### config.mk
export PLATFORM = sky130hd
export DESIGN_NAME = score_display
export DESIGN_NICKNAME = d
export VERILOG_FILES = /design/src/rtl/display_pkg.sv /design/src/rtl/bin2bcd_seq.sv /design/src/rtl/score_display.sv
export SDC_FILE = /design/constraint.sdc
export NUM_CORES = 1
export LEC_CHECK = 0
export CAP_MARGIN = 20
export CORE_ASPECT_RATIO = 1.1
export CORE_UTILIZATION = 45
export CTS_CLUSTER_DIAMETER = 60
export DETAILED_ROUTE_END_ITERATION = 10
export MAX_ROUTING_LAYER = met4
export SYNTH_ARGS = -nofsm -noshare
export SYNTH_HDL_FRONTEND = slang
export SYNTH_SLANG_ARGS = --single-unit
export TNS_END_PERCENT = 30
### constraint.sdc
create_clock -name clk -period 3.85 [get_ports clk]
set_input_delay 0.5775 -clock clk [delete_from_list [all_inputs] [get_ports clk]]
set_output_delay 0.5775 -clock clk [all_outputs]
set_load 0.05 [all_outputs]
### src/rtl/display_pkg.sv
// Shared constants, converter state encoding and BCD helper for the score display path.
// Latency: n/a (declarations only).
// Backpressure: n/a.
//
// Contents:
//   NUM_DIGITS   - number of seven-segment digits driven
//   BCD_MAX      - largest value representable in four BCD digits
//   AN_OFF       - anode pattern with every digit dark (anodes are active-low)
//   conv_state_t - converter FSM states
//   add3         - double-dabble per-nibble correction
package display_pkg;

  localparam int         NUM_DIGITS = 4;
  localparam int         BCD_MAX    = 9999;
  localparam logic [3:0] AN_OFF     = 4'b1111;

  typedef enum logic [1:0] {
    IDLE   = 2'd0,
    SHIFT  = 2'd1,
    COMMIT = 2'd2
  } conv_state_t;

  // Applied to one nibble in isolation; a nibble >= 5 would overflow past 9
  // once doubled by the following shift, so it is pre-biased by 3.
  function automatic logic [3:0] add3(input logic [3:0] nib);
    return (nib >= 4'd5) ? (nib + 4'd3) : nib;
  endfunction

endpackage

### src/rtl/bin2bcd_seq.sv
// Sequential binary-to-BCD converter (shift-and-add-3) with a one-deep pending request slot.
// Latency: start at cycle N -> SHIFT at N+1, COMMIT (bcd_valid) at N+1+SCORE_W.
// Backpressure: none; starts while busy land in the pending slot, newest request wins.
//
// Ports:
//   clk, rst   - clock (rising edge), asynchronous active-high reset
//   bin        - binary input, sampled when start=1 (values above BCD_MAX saturate)
//   start      - single-cycle conversion request
//   busy       - high in SHIFT and COMMIT
//   bcd        - four BCD digits, valid while bcd_valid=1
//   bcd_valid  - high for the single COMMIT cycle
module bin2bcd_seq
  import display_pkg::*;
#(
  parameter int SCORE_W = 14
) (
  input  logic               clk,
  input  logic               rst,
  input  logic [SCORE_W-1:0] bin,
  input  logic               start,
  output logic               busy,
  output logic [15:0]        bcd,
  output logic               bcd_valid
);

  localparam int                 SR_W  = 16 + SCORE_W;
  localparam int                 CNT_W = $clog2(SCORE_W + 1);
  localparam logic [CNT_W-1:0]   LAST  = CNT_W'(SCORE_W - 1);
  localparam logic [31:0]        MAX32 = 32'(BCD_MAX);
  localparam logic [SCORE_W-1:0] SAT_V = SCORE_W'(BCD_MAX);

  conv_state_t        state;
  logic [SR_W-1:0]    sr;        // {bcd[15:0], remaining binary bits}
  logic [SR_W-1:0]    sr_adj;
  logic [CNT_W-1:0]   iter;
  logic               pend_vld;
  logic [SCORE_W-1:0] pend_val;
  logic [SCORE_W-1:0] bin_sat;
  logic               next_vld;
  logic [SCORE_W-1:0] next_val;

  // Clamp at sample time so everything downstream fits in four BCD digits.
  always_comb begin
    bin_sat = bin;
    if (32'(bin) > MAX32) begin
      bin_sat = SAT_V;
    end
  end

  // Correct every BCD nibble before the shift; the binary tail is untouched.
  always_comb begin
    sr_adj = sr;
    for (int i = 0; i < NUM_DIGITS; i++) begin
      sr_adj[SCORE_W + 4*i +: 4] = add3(sr[SCORE_W + 4*i +: 4]);
    end
  end

  // A strobe arriving in the COMMIT cycle outranks an older pending value and
  // is chained straight into the next conversion.
  assign next_vld = start | pend_vld;
  assign next_val = start ? bin_sat : pend_val;

  always_ff @(posedge clk or posedge rst) begin
    if (rst) begin
      state    <= IDLE;
      sr       <= '0;
      iter     <= '0;
      pend_vld <= 1'b0;
      pend_val <= '0;
    end else begin
      case (state)
        IDLE: begin
          if (next_vld) begin
            sr       <= {16'd0, next_val};
            iter     <= '0;
            pend_vld <= 1'b0;
            state    <= SHIFT;
          end
        end
        SHIFT: begin
          sr   <= {sr_adj[SR_W-2:0], 1'b0};
          iter <= iter + 1'b1;
          if (iter == LAST) begin
            state <= COMMIT;
          end
          if (start) begin
            pend_vld <= 1'b1;
            pend_val <= bin_sat;
          end
        end
        COMMIT: begin
          // sr is held this cycle so the committed digits are stable.
          if (next_vld) begin
            sr       <= {16'd0, next_val};
            iter     <= '0;
            pend_vld <= 1'b0;
            state    <= SHIFT;
          end else begin
            state <= IDLE;
          end
        end
        default: begin
          state <= IDLE;
        end
      endcase
    end
  end

  assign busy      = (state != IDLE);
  assign bcd_valid = (state == COMMIT);
  assign bcd       = sr[SR_W-1 -: 16];

endmodule

### src/rtl/score_display.sv
// Binary score to 4-digit multiplexed common-anode seven-segment front end.
// Latency: score_valid at N -> bcd_reg at N+2+SCORE_W -> digit/an one cycle later.
// Backpressure: none; strobes during a conversion queue one deep, newest wins.
//
// Ports:
//   clk, rst     - clock (rising edge), asynchronous active-high reset
//   score        - binary score, sampled when score_valid=1
//   score_valid  - single-cycle load strobe
//   busy         - conversion in progress
//   digit        - BCD value of the currently lit digit (to segment7 number input)
//   an           - active-low anode enables, an[0] is the units digit
//
// Build option: define SCORE_DISPLAY_LEADING_BLANK_EN to darken leading zero
// digits (units digit always lit). Undefined shows all four digits.
module score_display
  import display_pkg::*;
#(
  parameter int SCORE_W     = 14,
  parameter int REFRESH_DIV = 100000
) (
  input  logic               clk,
  input  logic               rst,
  input  logic [SCORE_W-1:0] score,
  input  logic               score_valid,
  output logic               busy,
  output logic [3:0]         digit,
  output logic [3:0]         an
);

  localparam int               RCNT_W    = (REFRESH_DIV > 1) ? $clog2(REFRESH_DIV) : 1;
  localparam logic [RCNT_W-1:0] RCNT_LAST = RCNT_W'(REFRESH_DIV - 1);

  logic [RCNT_W-1:0] rcnt;
  logic [1:0]        idx;
  logic [15:0]       bcd_reg;
  logic [15:0]       conv_bcd;
  logic              conv_valid;
  logic [3:0]        sel_nib;
  logic [3:0]        an_nxt;

  bin2bcd_seq #(
    .SCORE_W (SCORE_W)
  ) u_conv (
    .clk       (clk),
    .rst       (rst),
    .bin       (score),
    .start     (score_valid),
    .busy      (busy),
    .bcd       (conv_bcd),
    .bcd_valid (conv_valid)
  );

  // Only fully converted values reach bcd_reg, so the scan never shows a
  // value mid-conversion.
  always_ff @(posedge clk or posedge rst) begin
    if (rst) begin
      bcd_reg <= '0;
    end else if (conv_valid) begin
      bcd_reg <= conv_bcd;
    end
  end

  // Refresh timer: idx moves on to the next digit each time the timer wraps.
  always_ff @(posedge clk or posedge rst) begin
    if (rst) begin
      rcnt <= '0;
      idx  <= 2'd0;
    end else if (rcnt == RCNT_LAST) begin
      rcnt <= '0;
      idx  <= idx + 2'd1;
    end else begin
      rcnt <= rcnt + 1'b1;
    end
  end

  assign sel_nib = bcd_reg[{idx, 2'b00} +: 4];

`ifdef SCORE_DISPLAY_LEADING_BLANK_EN
  // Position of the most significant nonzero digit; 0 when the value is 0,
  // which keeps the units digit lit for a zero score.
  logic [1:0] msd;

  always_comb begin
    msd = 2'd0;
    for (int i = 1; i < NUM_DIGITS; i++) begin
      if (bcd_reg[4*i +: 4] != 4'd0) begin
        msd = 2'(i);
      end
    end
  end

  assign an_nxt = (idx > msd) ? AN_OFF : ~(4'b0001 << idx);
`else
  assign an_nxt = ~(4'b0001 << idx);
`endif

  // digit and an come from the same idx in the same register stage, so they
  // always switch together.
  always_ff @(posedge clk or posedge rst) begin
    if (rst) begin
      digit <= 4'd0;
      an    <= AN_OFF;
    end else begin
      digit <= sel_nib;
      an    <= an_nxt;
    end
  end

endmodule

==> results by group, run 1 <==
Clock network
  – Clock root buffer: clkbuf_8
  – Worst-Skew Late Latency: 0.35 ns
  – H-Tree Depth: 3
  – Clock transition at path regs: 0.09 ns
  – CTS sink cnt: 94
  – Cts repair resizes: 0
  – CTS max path bufs: 2
  – CTS Hold Buffers Added: 0
  – Clock buffer count from CTS: 9
  – Number of setup buffers added after CTS: 0
  – CTS tree: built

Synthesis
  – Post-synthesis sequential area ratio: 54.28%
  – Post-Synthesis Cell Area: 0.004343 mm^2
  – Syn_nets: 411
  – Leading area contributor after synthesis: dfrtp_1
  – Post-synthesis register bit count: 94
  – Async set or reset register ratio after synthesis: 100.0%
  – Syn_area_per_cell: 11.46 um^2
  – Number of synthesized flops with an enable pin: 0
  – Yosys warning count: 0
  – Synth top area share: 51.86%
  – Mapped Cells: 379
  – Primary FF master, synth: dfrtp_1
  – Unique masters post-synth: 41
  – Largest cells by area after synthesis: dfrtp_1, mux2_2, ha_1

Drt
  – Vias: 2894
  – Wire per inst: 14.92 um
  – Via/cell ratio: 5.502
  – # DRC: 0
  – Final wirelength: 7846 um
  – 1st-iter DRT viols: 130
  – Initial DRT Pass Iterations: 4
  – Remaining antenna violation count: 0

Hold path
  – Worst Hold Class: flop to flop
  – Worst hold stages: 2
  – Min-delay src: u_conv.sr[0]$_DFFE_PP0P_
  – Worst hold path endpoint: u_conv.sr[0]$_DFFE_PP0P_

Worst setup path
  – CP cell instances: or2_2 -> clkdlybuf4s50_1
  – Cells on worst reg2reg path: 4
  – Slowest cell on crit path: clkdlybuf4s50_1
  – FF-to-FF End: u_conv.pend_val[3]$_DFFE_PP0P_
  – Worst Path Arrival: 1.85 ns
  – CP Max Fanout: 8
  – CP startpoint kind: flop
  – Worst reg2reg setup slack: 1.93 ns
  – Slowest stage delay, CP: 0.70 ns
  – Kind of cell adding the most delay to the critical path: buffers and inverters
  – Worst r2r src: u_conv.state[0]$_DFFE_PP0P_
  – Critical path class: flop to output port
  – Critical Path RT: 3.27 ns
  – Endpoint type of the worst setup path: output port
  – Buf+Inv Stages, Crit Path: 1

Timing
  – Setup TNS: 0 ns
  – Slew @ Worst Pin: 0.8400 ns
  – Fin. max-slew vios: 0
  – Final setup vio count: 0
  – Crit path time final: 2.431 ns
  – Final Hold Violating Endpoints: 0
  – RSZ-0062 raised after global routing: no
  – Post-route setup slack: 1.419 ns
  – Final worst-path cycle share: 63.14%
  – Worst hold slack: 0.4835 ns
  – Fmax: 411.3 MHz
  – Worst rel slew slack: 43.94%
  – Clk_skew: 0.01091 ns

Cells and area
  – Final Instance Count excl. Fillers: 526
  – Fin util: 52.60%
  – Nets: 437
  – Syn-to-layout area delta: 13.25%
  – # diodes: 0
  – Max reg flops: 30
  – Design Area, Final: 0.004918 mm^2
  – Layout cell share with drive strength beyond 1: 13.69%
  – Most frequent cells in the layout: dfrtp_1, nand2_1, nand3_1
  – Commonest non-fill, non-tap cell in the layout: dfrtp_1

Global route
  – First-pass GRT wire length: 13810 um
  – Largest net degree at the start of global routing: 49
  – Total grt overflow: 0
  – Initial antenna violation count: 0
  – Vias in the first global route: 2825
  – GRT Total Usage: 18.31%

Placement
  – Placement Setup Slack: 1.537 ns
  – Gpl congestion: 0.7602
  – Placed cell area: 0.004715 mm^2
  – Placed insts: 510
  – Hpwl dp: 5419 um
  – IO buf count: 25

Die
  – DIE AREA: 0.01005 mm^2
  – I/O pins: 26
  – Die H: 105.0 um
  – Die Wd: 95.67 um
  – Core area: 0.009351 mm^2
  – Initial Utilization: 46.44%
  – Row cnt: 37

Run status
  – Status: finished clean

Power and ir drop
  – Leak: 2.187 nW
  – Power Total: 3.226 mW
  – Worst vdd ir: 0.3312 mV
  – Power Density: 655.8 mW/mm^2

Job
  – Max Cap Viol: 0
## where the power goes
part	total, mW	internal (mW)	switching [mW]
sequential	1.50	1.28	0.220
clock	0.638	0.313	0.325
combinational	1.09	0.506	0.586
total	3.23	2.09	1.13
## layout make-up
cell class	instances	area [um^2]
Timing Repair Buffer	32	322.8
Inverter	16	61.31
Clock inverter	4	47.55
Fill cell	834	4433
Sequential cell	94	2357
Tap cell	117	146.4
Clock buffer	11	141.4
Multi-Input combinational cell	252	1842
## synthesized netlist by cell type (4+ instances only)
library cell,instances
a21oi_1,7
a221o_1,7
a22o_1,9
buf_2,9
clkbuf_1,6
dfrtp_1,90
dfstp_2,4
ha_1,15
inv_1,16
mux2_2,20
mux4_2,4
nand2_1,34
nand2b_1,5
nand3_1,27
nand4_1,6
nor2_1,21
nor2b_1,6
nor3_1,6
o21ai_0,20
o221ai_1,7
o32a_1,7
xnor2_1,14
xor2_1,10
## worst reg2reg max path, cell delays in order (launching register included)
cell,delay (ns)
dfrtp_1,0.49
nor2b_1,0.48
buf_4,0.34
and2_1,0.33
o32a_1,0.22
## cells by family (layout without fill, tap and decap cells)
kind of cell	after synthesis	count (layout)	share of synthesized area (%)
compound gates	63	63	10.80
xor+xnor	24	24	4.840
fa+ha+maj	15	15	4.322
buf+inv	33	63	3.313
flops	94	94	54.28
mux	28	28	8.297
simple gates	122	122	14.15
## routing by layer
layer	up-vias	part of all wire (%)	track usage [%]
li1	1398	-	-
met1	1447	49	25.26
met3	9	2.6	4.003
met5	-	0	-
met2	40	47	27.45
met4	0	1.3	4.797
## worst max path at each step
stage | start | end | slack (ns) | depth (start not counted)
after floorplan | rst | bcd_reg[0]$_DFFE_PP0P_ | 0.83 | 1
after global placement | score[13] | u_conv.sr[4]$_DFFE_PP0P_ | 1.61 | 5
after detailed placement | score[13] | u_conv.sr[7]$_DFFE_PP0P_ | 1.54 | 5
after CTS | u_conv.state[0]$_DFFE_PP0P_ | busy | 1.40 | 2
after global routing | u_conv.state[0]$_DFFE_PP0P_ | busy | 1.34 | 2
final | u_conv.state[0]$_DFFE_PP0P_ | busy | 1.42 | 2
Note: power is estimated with default switching activity, not from simulation.
==> run 2, diff against run 1 <==
--- a/config.mk
+++ b/config.mk
@@ -11,6 +11,7 @@
 export CTS_CLUSTER_DIAMETER = 60
 export DETAILED_ROUTE_END_ITERATION = 10
 export MAX_ROUTING_LAYER = met4
+export PLACE_DENSITY = 0.66
 export SYNTH_ARGS = -nofsm -noshare
 export SYNTH_HDL_FRONTEND = slang
 export SYNTH_SLANG_ARGS = --single-unit
==> constraint.sdc (replaced) <==
create_clock -name clk -period 2 [get_ports clk]
set_input_delay 0.3 -clock clk [delete_from_list [all_inputs] [get_ports clk]]
set_output_delay 0.3 -clock clk [all_outputs]
set_load 0.05 [all_outputs]
==> results by group, run 2 (synthesis results as in run 1) <==
Cells and area
  – Max reg flops: 30 (unchanged)
  – Syn-to-layout area delta: 14.17%
  – # diodes: 0 (unchanged)
  – Most frequent cells in the layout: dfrtp_1, nand2_1, nand3_1
  – Layout cell share with drive strength beyond 1: 14.98% (+1.3 points)
  – Design Area, Final: 0.004959 mm^2 (+0.81%)
  – Fin util: 53.02% (+0.43 points)
  – Commonest non-fill, non-tap cell in the layout: dfrtp_1
  – Nets: 441 (+0.92%)

Drt
  – # DRC: 0 (unchanged)
  – Vias: 2924 (+1.0%)
  – Via/cell ratio: 5.507 (about the same)
  – Wire per inst: 15.12 um (+1.4%)
  – Remaining antenna violation count: 0 (unchanged)
  – Initial DRT Pass Iterations: 4 (unchanged)
  – Final wirelength: 8029 um (+2.3%)
  – 1st-iter DRT viols: 119 (-8.5%)

Worst setup path
  – CP startpoint kind: flop
  – CP Max Fanout: 1 (-7)
  – Critical Path RT: 1.70 ns (-1.57 ns)
  – Buf+Inv Stages, Crit Path: 1 (unchanged)
  – Critical path class: flop to output port
  – Endpoint type of the worst setup path: output port
  – Kind of cell adding the most delay to the critical path: buffers and inverters
  – Slowest cell on crit path: clkdlybuf4s50_1
  – Worst Path Arrival: 1.65 ns (-0.20 ns)
  – Critical path depth in cells: 1 (-1)
  – CP cell instances: clkdlybuf4s50_1
  – Cells on worst reg2reg path: 4 (unchanged)
  – Slowest stage delay, CP: 0.79 ns (+0.09 ns)

Timing
  – Fin. max-slew vios: 0 (unchanged)
  – Final setup vio count: 0 (unchanged)
  – Post-route setup slack: 0.04854 ns (-1.370 ns)
  – Worst rel slew slack: 65.71% (+22 points)
  – Crit path time final: 1.951 ns
  – Slew @ Worst Pin: 0.5124 ns (-0.3275 ns)
  – Final worst-path cycle share: 97.57%
  – Fmax: 512.4 MHz
  – Final Hold Violating Endpoints: 0 (unchanged)
  – Worst hold slack: 0.4163 ns (-0.06728 ns)
  – Setup TNS: 0 ns (unchanged)
  – Clk_skew: 0.01168 ns (+0.0007711 ns)
  – RSZ-0062 raised after global routing: no

Power and ir drop
  – Switching fraction of total power: 35.94% (+0.86 points)
  – Power Density: 1259 mW/mm^2 (+92%)
  – P_int: 3.998 mW (+91%)
  – Seq pwr share: 46.1% (-0.3 points)
  – Net switching power: 2.243 mW (+98%)
  – Worst vdd ir: 0.5409 mV (+63%)
  – Leak: 2.195 nW (+0.38%)
  – Combinational power share: 35.1% (+1.2 points)
  – Clock power share: 18.8% (-1.0 points)

Clock network
  – H-Tree Depth: 3 (unchanged)
  – Clock transition at path regs: 0.09 ns (about the same)
  – CTS sink cnt: 94 (unchanged)
  – Worst-Skew Late Latency: 0.36 ns (about the same)
  – Number of setup buffers added after CTS: 0 (unchanged)
  – Clock root buffer: clkbuf_8
  – CTS tree: built
  – CTS max path bufs: 2 (unchanged)
  – Clock buffer count from CTS: 9 (unchanged)

Placement
  – Hpwl dp: 5468 um (+0.90%)
  – Gpl congestion: 0.7864 (+3.4%)
  – Placement Setup Slack: 0.007420 ns (-1.530 ns)
  – IO buf count: 25 (unchanged)
  – Placed cell area: 0.004765 mm^2 (+1.1%)

Die
  – I/O pins: 26 (unchanged)
  – Row cnt: 37 (unchanged)
  – Die H: 105.0 um (unchanged)
  – Initial Utilization: 46.44% (unchanged)
  – DIE AREA: 0.01005 mm^2 (unchanged)
  – Core area: 0.009351 mm^2 (unchanged)
  – Die Wd: 95.67 um (unchanged)

Global route
  – Largest net degree at the start of global routing: 95 (+94%)
  – Initial antenna violation count: 0 (unchanged)
  – Vias in the first global route: 2864 (+1.4%)
  – GRT Total Usage: 18.11% (-0.21 points)
  – Total grt overflow: 0 (unchanged)
  – First-pass GRT wire length: 13640 um (-1.2%)

Hold path
  – Worst Hold Class: input pin to async pin

Run status
  – Status: finished clean

Job
  – Max Cap Viol: 0 (unchanged)
-- run 2: through the flow --
step	total power, mW	instances
floorplan	4.445	379
global placement	5.009	515
detailed placement	5.125	515
CTS	6.314	531
global route	6.687	531
finish	6.241	531
-- run 2: final timing paths --
check	start	end	slack, ns
max	an[0]$_DFF_PP1_	an[0]	0.05
min	rst	bcd_reg[15]$_DFFE_PP0P_	0.42
max reg2reg	rcnt[0]$_DFF_PP0_	idx[1]$_DFFE_PP0N_	0.24
min reg2reg	u_conv.sr[0]$_DFFE_PP0P_	u_conv.sr[0]$_DFFE_PP0P_	0.48
max in group asynchronous	rst	an[0]$_DFF_PP1_	1.18
min in group clk	u_conv.sr[0]$_DFFE_PP0P_	u_conv.sr[0]$_DFFE_PP0P_	0.48
-- run 2: power groups by stage --
stage	combinational [mW]	clock (mW)	sequential, mW
final	2.19	1.18	2.88
after global routing	2.44	1.29	2.95
after CTS	2.21	1.22	2.88
after detailed placement	2.21	0	2.91
after global placement	2.12	0	2.89
after floorplan	1.58	0	2.86
-- run 2: repair_timing --
item | in CTS | in global routing
setup endpoints to repair | 0 | 3
hold buffers | 0 | 0
gates resized for setup | 0 | 3
-- run 2: area by class of cell --
class                           count  area, um^2
Timing Repair Buffer               36       362.8
Tap cell                          117       146.4
Sequential cell                    94        2357
Clock inverter                      4       31.28
Clock buffer                       12       155.1
Multi-Input combinational cell    252        1842
Fill cell                         844        4393
Inverter                           16       63.81
-- run 2: metal layers --
metal	part of all wire (%)	wire [um]	track usage, %
met1	48	3874	23.30
met2	48	3855	29.08
met3	2.5	200	3.493
met4	1.2	99	5.117
met5	0	0	-
==> run 3, diff against run 2 <==
--- a/config.mk
+++ b/config.mk
@@ -12,6 +12,7 @@
 export DETAILED_ROUTE_END_ITERATION = 10
 export MAX_ROUTING_LAYER = met4
 export PLACE_DENSITY = 0.66
+export SLEW_MARGIN = 10
 export SYNTH_ARGS = -nofsm -noshare
 export SYNTH_HDL_FRONTEND = slang
 export SYNTH_SLANG_ARGS = --single-unit
==> results of run 3 <==
No change in the layout: final DEF, timing and power equal those of run 2.
